### src/rtl/writeback_queue_if.sv
// Producer-side handshakes (ALU and load path) plus the register file write port
// for writeback_queue. The queue is the slave; producers and the regfile side are the master.
interface writeback_queue_if #(
  parameter int ADDRESS_WIDTH = 5,
  parameter int DATA_WIDTH    = 32
);
  logic                     alu_valid;
  logic [ADDRESS_WIDTH-1:0] alu_rd;
  logic [DATA_WIDTH-1:0]    alu_data;
  logic                     alu_ready;
  logic                     mem_valid;
  logic [ADDRESS_WIDTH-1:0] mem_rd;
  logic [DATA_WIDTH-1:0]    mem_data;
  logic                     mem_ready;
  logic                     hold;
  logic                     WE3;
  logic [ADDRESS_WIDTH-1:0] AD3;
  logic [DATA_WIDTH-1:0]    WD3;

  modport slave (
    input  alu_valid, alu_rd, alu_data, mem_valid, mem_rd, mem_data, hold,
    output alu_ready, mem_ready, WE3, AD3, WD3
  );

  modport master (
    output alu_valid, alu_rd, alu_data, mem_valid, mem_rd, mem_data, hold,
    input  alu_ready, mem_ready, WE3, AD3, WD3
  );
endinterface

### src/rtl/writeback_queue.sv
// In-order writeback FIFO between the ALU/load paths and register file port 3.
// Define WRITEBACK_BYPASS_EN to build the youngest-match bypass lookup for two read ports.
module writeback_queue #(
  parameter int ADDRESS_WIDTH = 5,
  parameter int DATA_WIDTH    = 32,
  parameter int DEPTH         = 4
) (
  input  logic                     clk,
  input  logic                     rst_n,
  writeback_queue_if.slave         bus,
  output logic [$clog2(DEPTH):0]   count,
  output logic                     full,
  output logic                     empty,
  input  logic [ADDRESS_WIDTH-1:0] q1_addr,
  input  logic [ADDRESS_WIDTH-1:0] q2_addr,
  output logic                     q1_hit,
  output logic                     q2_hit,
  output logic [DATA_WIDTH-1:0]    q1_data,
  output logic [DATA_WIDTH-1:0]    q2_data
);
  localparam int PTR_W = $clog2(DEPTH);
  localparam int CNT_W = PTR_W + 1;

  logic [ADDRESS_WIDTH-1:0] rd_mem   [DEPTH];
  logic [DATA_WIDTH-1:0]    data_mem [DEPTH];

  logic [PTR_W-1:0] head_reg, tail_reg;
  logic [CNT_W-1:0] count_reg;

  logic                     mem_fire, alu_fire, push, pop;
  logic [ADDRESS_WIDTH-1:0] in_rd;
  logic [DATA_WIDTH-1:0]    in_data;

  assign count = count_reg;
  assign full  = (count_reg == CNT_W'(DEPTH));
  assign empty = (count_reg == '0);

  // Load path has fixed priority; alu_ready deliberately ignores alu_valid.
  assign bus.mem_ready = !full;
  assign bus.alu_ready = !full && !bus.mem_valid;

  assign mem_fire = bus.mem_valid && bus.mem_ready;
  assign alu_fire = bus.alu_valid && bus.alu_ready;
  assign in_rd    = mem_fire ? bus.mem_rd   : bus.alu_rd;
  assign in_data  = mem_fire ? bus.mem_data : bus.alu_data;

  // Writes to x0 complete the handshake but never occupy a slot.
  assign push = (mem_fire || alu_fire) && (in_rd != '0);
  assign pop  = !empty && !bus.hold;

  assign bus.WE3 = pop;
  assign bus.AD3 = empty ? '0 : rd_mem[head_reg];
  assign bus.WD3 = empty ? '0 : data_mem[head_reg];

  always_ff @(posedge clk or negedge rst_n) begin
    if (!rst_n) begin
      head_reg  <= '0;
      tail_reg  <= '0;
      count_reg <= '0;
    end else begin
      if (push) tail_reg <= tail_reg + PTR_W'(1);
      if (pop)  head_reg <= head_reg + PTR_W'(1);
      case ({push, pop})
        2'b10:   count_reg <= count_reg + CNT_W'(1);
        2'b01:   count_reg <= count_reg - CNT_W'(1);
        default: count_reg <= count_reg;
      endcase
    end
  end

  // Payload storage is intentionally not reset; occupancy alone says what is valid.
  always_ff @(posedge clk) begin
    if (push) begin
      rd_mem[tail_reg]   <= in_rd;
      data_mem[tail_reg] <= in_data;
    end
  end

`ifdef WRITEBACK_BYPASS_EN
  for (genvar gi = 0; gi < 2; gi++) begin : gen_query
    logic [ADDRESS_WIDTH-1:0] addr;
    logic                     hit_c;
    logic [DATA_WIDTH-1:0]    data_c;
    logic [PTR_W-1:0]         idx;

    assign addr = (gi == 0) ? q1_addr : q2_addr;

    // Walk oldest to youngest so the last match is the youngest pending write.
    always_comb begin
      hit_c  = 1'b0;
      data_c = '0;
      idx    = '0;
      for (int i = 0; i < DEPTH; i++) begin
        idx = head_reg + PTR_W'(i);
        if ((CNT_W'(i) < count_reg) && (rd_mem[idx] == addr)) begin
          hit_c  = 1'b1;
          data_c = data_mem[idx];
        end
      end
      if (addr == '0) begin
        hit_c  = 1'b0;
        data_c = '0;
      end
    end
  end

  assign q1_hit  = gen_query[0].hit_c;
  assign q1_data = gen_query[0].data_c;
  assign q2_hit  = gen_query[1].hit_c;
  assign q2_data = gen_query[1].data_c;
`else
  logic unused_query;
  assign unused_query = ^{q1_addr, q2_addr};
  assign q1_hit  = 1'b0;
  assign q2_hit  = 1'b0;
  assign q1_data = '0;
  assign q2_data = '0;
`endif
endmodule

### src/flat_wrapper.sv
// flat-port wrapper written by rule: the top's interface ports become plain ports
module writeback_queue_flat 
#(
  parameter int ADDRESS_WIDTH = 5,
  parameter int DATA_WIDTH    = 32,
  parameter int DEPTH         = 4
)
  (clk, rst_n, count, full, empty, q1_addr, q2_addr, q1_hit, q2_hit, q1_data, q2_data, bus_alu_valid, bus_alu_rd, bus_alu_data, bus_mem_valid, bus_mem_rd, bus_mem_data, bus_hold, bus_alu_ready, bus_mem_ready, bus_WE3, bus_AD3, bus_WD3);
  writeback_queue_if #(.ADDRESS_WIDTH(ADDRESS_WIDTH), .DATA_WIDTH(DATA_WIDTH)) bus_i ();
  input  logic clk;
  input  logic rst_n;
  output logic [$clog2(DEPTH):0] count;
  output logic full;
  output logic empty;
  input  logic [ADDRESS_WIDTH-1:0] q1_addr;
  input  logic [ADDRESS_WIDTH-1:0] q2_addr;
  output logic q1_hit;
  output logic q2_hit;
  output logic [DATA_WIDTH-1:0] q1_data;
  output logic [DATA_WIDTH-1:0] q2_data;
  input wire logic [$bits(bus_i.alu_valid)-1:0] bus_alu_valid;
  input wire logic [$bits(bus_i.alu_rd)-1:0] bus_alu_rd;
  input wire logic [$bits(bus_i.alu_data)-1:0] bus_alu_data;
  input wire logic [$bits(bus_i.mem_valid)-1:0] bus_mem_valid;
  input wire logic [$bits(bus_i.mem_rd)-1:0] bus_mem_rd;
  input wire logic [$bits(bus_i.mem_data)-1:0] bus_mem_data;
  input wire logic [$bits(bus_i.hold)-1:0] bus_hold;
  output wire logic [$bits(bus_i.alu_ready)-1:0] bus_alu_ready;
  output wire logic [$bits(bus_i.mem_ready)-1:0] bus_mem_ready;
  output wire logic [$bits(bus_i.WE3)-1:0] bus_WE3;
  output wire logic [$bits(bus_i.AD3)-1:0] bus_AD3;
  output wire logic [$bits(bus_i.WD3)-1:0] bus_WD3;
  assign bus_i.alu_valid = bus_alu_valid;
  assign bus_i.alu_rd = bus_alu_rd;
  assign bus_i.alu_data = bus_alu_data;
  assign bus_i.mem_valid = bus_mem_valid;
  assign bus_i.mem_rd = bus_mem_rd;
  assign bus_i.mem_data = bus_mem_data;
  assign bus_i.hold = bus_hold;
  assign bus_alu_ready = bus_i.alu_ready;
  assign bus_mem_ready = bus_i.mem_ready;
  assign bus_WE3 = bus_i.WE3;
  assign bus_AD3 = bus_i.AD3;
  assign bus_WD3 = bus_i.WD3;
  writeback_queue #(.ADDRESS_WIDTH(ADDRESS_WIDTH), .DATA_WIDTH(DATA_WIDTH), .DEPTH(DEPTH)) u_core (.clk(clk), .rst_n(rst_n), .bus(bus_i), .count(count), .full(full), .empty(empty), .q1_addr(q1_addr), .q2_addr(q2_addr), .q1_hit(q1_hit), .q2_hit(q2_hit), .q1_data(q1_data), .q2_data(q2_data));
endmodule
### config.mk
export PLATFORM = sky130hd
export DESIGN_NAME = writeback_queue_flat
export DESIGN_NICKNAME = d
export VERILOG_FILES = /design/src/rtl/writeback_queue_if.sv /design/src/rtl/writeback_queue.sv /design/src/flat_wrapper.sv
export SDC_FILE = /design/constraint.sdc
export NUM_CORES = 1
export LEC_CHECK = 0
export BUFFER_PORTS_ARGS = -buffer_cell sky130_fd_sc_hd__buf_2
export CELL_PAD_IN_SITES_DETAIL_PLACEMENT = 1
export CELL_PAD_IN_SITES_GLOBAL_PLACEMENT = 2
export CORE_MARGIN = 4
export CORE_UTILIZATION = 37
export DETAILED_ROUTE_END_ITERATION = 7
export GPL_ROUTABILITY_DRIVEN = 0
export PLACE_DENSITY_LB_ADDON = 0.3
export SLEW_MARGIN = 25
export SYNTH_ARGS = -nofsm -noshare
export SYNTH_HDL_FRONTEND = slang
export SYNTH_SLANG_ARGS = --single-unit
### constraint.sdc
create_clock -name clk -period 2.8 [get_ports clk]
set_input_delay 0.42 -clock clk [delete_from_list [all_inputs] [get_ports clk]]
set_output_delay 0.42 -clock clk [all_outputs]
set_load 0.01 [all_outputs]
* Word level (Yosys, flattened, before mapping)
Memories as Yosys holds them, arrays and structs flattened. Index checks and enable logic that the tools add are counted.
Cells by class: muxes and demuxes 7, equal/unequal tests 3, add/subtract/negate cells 4, reduce and logical (&&, ||, !) cells 13
Operators with widths (number):
- $mux W32 | 2
- $mux W5 | 2
- $pmux W3 S2 | 1
- $logic_and A1 B1 Y1 | 5
- $reduce_bool A5 Y1 | 1
- $add A2 B1 Y2 const B | 2
- $logic_not A1 Y1 | 4
- $add A3 B1 Y3 const B | 1
- $eq A3 B3 Y1 const B | 1
- $logic_not A3 Y1 | 1
- $sub A3 B1 Y3 const B | 1
- $eq A2 B1 Y1 const B | 1
- $eq A2 B2 Y1 const B | 1
- $mux W1 | 2
- $reduce_bool A2 Y1 | 1
- $logic_or A1 B1 Y1 | 1
Word-level totals: RAM bits 148, bits in registers 7, memories kept 2, input bits 89, word-level logic and storage cells 32
Memory list:
- u_core.data_mem | words 4, bits a word 32, rd ports 1, clocked after Yosys merged registers in 0, wr ports 1, RTL line writeback_queue.sv:25 | logic [DATA_WIDTH-1:0] data_mem [DEPTH];
- u_core.rd_mem | words 4, bits a word 5, rd ports 1, clocked after Yosys merged registers in 0, wr ports 1, RTL line writeback_queue.sv:24 | logic [ADDRESS_WIDTH-1:0] rd_mem [DEPTH];

* Logic depth before layout (Yosys ltp)
depth in word-level cells 8, depth in mapped cells 12, gate-level depth less buffers 12

* Worst setup path before layout
No wires, ideal clock.
path kind input-to-reg, start input port bus_alu_rd[3], end register u_core.count_reg[2], in the netlist u_core.count[2], stages on the path 10, buffers on the path 0, library setup time 0.079 ns, data arrival time 2.196 ns, path slack 0.525 ns, cell sequence or4_4 > nor2_4 > o32ai_4 > inv_1 > ha_1 > inv_1 > fa_1 > xor2_1 > nor2_1 > xor2_1
On the way: word-level cells in the longest chain between the ends 5, elaborated cells on any way between the ends 7, those cells by class 2 x eq/ne; 2 x mux; 3 x reduce/logical
RTL lines:
- start: declaration | RTL line flat_wrapper.sv:22 | input wire logic [$bits(bus_i.alu_rd)-1:0] bus_alu_rd;
- $mux W5 * | RTL line writeback_queue.sv:44 | assign in_rd = mem_fire ? bus.mem_rd : bus.alu_rd;
- $reduce_bool A5 Y1 * | RTL line writeback_queue.sv:48 | assign push = (mem_fire || alu_fire) && (in_rd != '0);
- $logic_and A1 B1 Y1 * | RTL line writeback_queue.sv:48
- $eq A2 B1 Y1 or $eq A2 B2 Y1 (tied branches) | RTL line writeback_queue.sv:63 | case ({push, pop})
- $pmux W3 S2 or $reduce_bool A2 Y1 (tied branches)
- end signal: assignment | RTL line writeback_queue.sv:64 | 2'b10: count_reg <= count_reg + CNT_W'(1);
- end signal: assignment | RTL line writeback_queue.sv:65 | 2'b01: count_reg <= count_reg - CNT_W'(1);
- end signal: assignment | RTL line writeback_queue.sv:66 | default: count_reg <= count_reg;
- end: declaration | RTL line writeback_queue.sv:28 | logic [CNT_W-1:0] count_reg;
Mark *: on every way between the ends. The rest lies on a longest branch, timed or not. A chain may end at the register's enable or synchronous reset.

* Worst setup path after layout
start register u_core.head_reg[0], end output port bus_AD3[2]
On the way: word-level cells in the longest chain between the ends 2
RTL lines:
- start: declaration | RTL line writeback_queue.sv:27 | logic [PTR_W-1:0] head_reg, tail_reg;
- start signal: assignment | RTL line writeback_queue.sv:62 | if (pop) head_reg <= head_reg + PTR_W'(1);
- $mem_v2 Z4 W5
- $mux W5 | RTL line writeback_queue.sv:52 | assign bus.AD3 = empty ? '0 : rd_mem[head_reg];
- end: declaration | RTL line flat_wrapper.sv:31 | output wire logic [$bits(bus_i.AD3)-1:0] bus_AD3;
No other way between the ends.

==> metrics.txt <==
Worst Path Max Fanout 20; First-pass DRT Iterations 4; Routed WL per cell 17.76 um; Synth cell types 29; leakage 3.173 nW; clock root buffer clkbuf_16; TritonCTS Sinks between 150 and 200; Critical R2R Launch u_core.count[1]; CTS max path bufs 2; CTS buffer count 17; Routed WL 13.62 mm; Setup crit start kind flip-flop; Synth Register Bits 155; design area between 8000 and 9000 um^2; worst-case reg-to-reg path depth 12; VDD IR max about 0.00069 V; hold_buf cts 1; number of DRC markers in iteration 0 roughly 170; FILL cells 1885; post-synthesis simple-gate area fraction under 10%; worst-margin pin slew 624.8 ps; minimum clock period around 2500 ps; cell with the most instances after synthesis edfxtp_1; hold path startpoint bus_alu_data[2]; vias in the first global route 3881; # Max-Cap Violations 0; H-tree depth 4; setup tns final 0 ps; Post-DP Area roughly 7700 um^2; antenna violations before repair 0; Post-Synth Adder-Cell Area 1.164%; storage element area 4624 um^2; hold path depth 2; fin crit share 89.90%; Slew HR about three fifths; Ports 200; r2r setup slk approximately 630 ps; multi-input logic area about 2100 um^2; vias 3550; die area 21460 um^2; Chip Width 146.5 um; post-synthesis mux area share around 19%; RSZ-0062 raised after global routing no; worst hold path type in -> reg; data arrival time of the worst path 2100 ps; Compound-Gate Fraction of Synth Area 0.3879%; Reg clk slew, reported paths 60 ps; Initial Utilization 37.81%; hold worst-path end u_core.data_mem[0][2]; Skew-Pair Late Insertion Delay 420 ps; Synth top area share a little over three fifths; Die H 146.5 um; r2r endpoint u_core.count[2]; largest net degree at the start of global routing 39; XOR/XNOR share of the synthesized area less than 1%; vias per cell 4.628; antenna-violating nets left 0; core area 18770 um^2; Fin Clk Skew 7.003 ps; total grt overflow 0; post-synthesis sequential area ratio 65.10%; max reg flops 128; Fmax 397.2 MHz; antenna cells 0; YS warnings 0; Avg Cell Area, Syn 18.33 um^2; Hold Vio Cnt, Final 0; CP required 2380 ps; endpoints failing setup 0; CP endpoint kind output pin; CP Class reg -> out; Primary FF master, synth edfxtp_1; Pins Over Slew Limit 0; hpwl dp 8.592 mm; P per Cell Area 1070 nW/um^2; drt drc 0; post-synth top area cell edfxtp_1; number of flops mapped to enable cells by yosys 148; Final #Nets roughly 620; P&R area growth vs syn 17.18%; run status complete, no violations; post_cts resized 0; share of cells above drive strength 1 46.72%; Post-synth top cells edfxtp_1 (148), buf_4 (68), mux4_2 (37), nor2b_1 (29), mux2_2 (26); FFs w/ async S/R, synth 4.516%; cell row count 50; synth top area cells edfxtp_1 (63%), mux4_2 (12%), buf_4 (7.2%); cell area after synthesis 7096 um^2; TritonCTS clock tree built; largest family of logic cells by synthesized area multiplexers; post-CTS setup repair buffer count 0; Cells after Synth 387; All-Layer GR Usage 13.11%; IO Port Bufs 123; first-pass GRT wire length 21.38 mm
## cell type report
class                           instances  share of cell area (%)
Clock buffer                           18                   5.162
Clock inverter                         14                   1.776
Inverter                                7                  0.3160
Multi-Input combinational cell        208                   25.30
Sequential cell                       155                   55.62
Tap cell                              234                   3.521
Timing Repair Buffer                  131                   8.307
## worst max-delay path, stage by stage, from the launching register on
cell	delay, ps
dfrtp_4	400
buf_4	380
mux4_2	590
nor2b_1	150
buf_2	160
## worst max-delay path by stage
stage / from / endpoint / slack (ps) / cells past startpoint
2_1_floorplan: bus_alu_rd[3] / u_core.count[2] / 530 / 10
3_3_place_gp: bus_mem_valid / u_core.data_mem[3][21] / 300 / 5
3_5_place_dp: bus_mem_rd[3] / u_core.count[2] / 310 / 11
4_1_cts: u_core.head_reg[0] / bus_WD3[7] / 210 / 4
5_1_grt: u_core.head_reg[0] / bus_WD3[18] / 150 / 4
6_report: u_core.head_reg[0] / bus_AD3[2] / 280 / 4
## routing by layer
layer	global-route usage, %	routed length, um	up-vias
li1	-	-	1599
met4	4.516	199	0
met5	0	0	-
met3	4.035	926	18
met2	21.63	6593	143
met1	16.49	5902	1790
## per-stage QoR
stage / instances / hold slack, ps / power (mW) / setup slack, ps / utilization (%)
after floorplan: 452 / 124.4 / 5.722 / 525.0 / -
after global placement: 734 / 263.3 / 6.744 / 297.5 / 41.15
after detailed placement: 734 / 270.7 / 6.844 / 308.5 / 41.17
after CTS: 767 / 306.4 / 9.090 / 213.3 / 44.30
after global routing: 767 / 319.5 / 9.450 / 151.7 / 44.30
final: 767 / 326.8 / 8.895 / 282.7 / 44.30
## kinds of logic after synthesis
family | after synthesis
xor gates and xnor gates | 6
AOI/OAI and AO/OA | 1
and+or+nand+nor | 53
DFF | 155
muxes | 76
adders and majority gates | 6
other | 1
buffers and inverters | 89
## cell usage in the layout (no fill, tap or decap), types with 8 or more instances in the layout
cell / synthesis / routed
edfxtp_1: 148 / 148
buf_2: 6 / 123
mux2_4: 12 / 12
nor2b_1: 29 / 29
mux4_2: 37 / 37
clkbuf_16: 0 / 17
conb_1: 1 / 66
mux2_2: 26 / 26
and2b_1: 8 / 8
## report_power, final
part | internal (mW) | switching (mW)
registers | 3.31 | 0.186
logic | 1.49 | 1.70
clock network | 1.31 | 0.901
total | 6.11 | 2.79
Note: power is estimated with default switching activity, not from simulation.
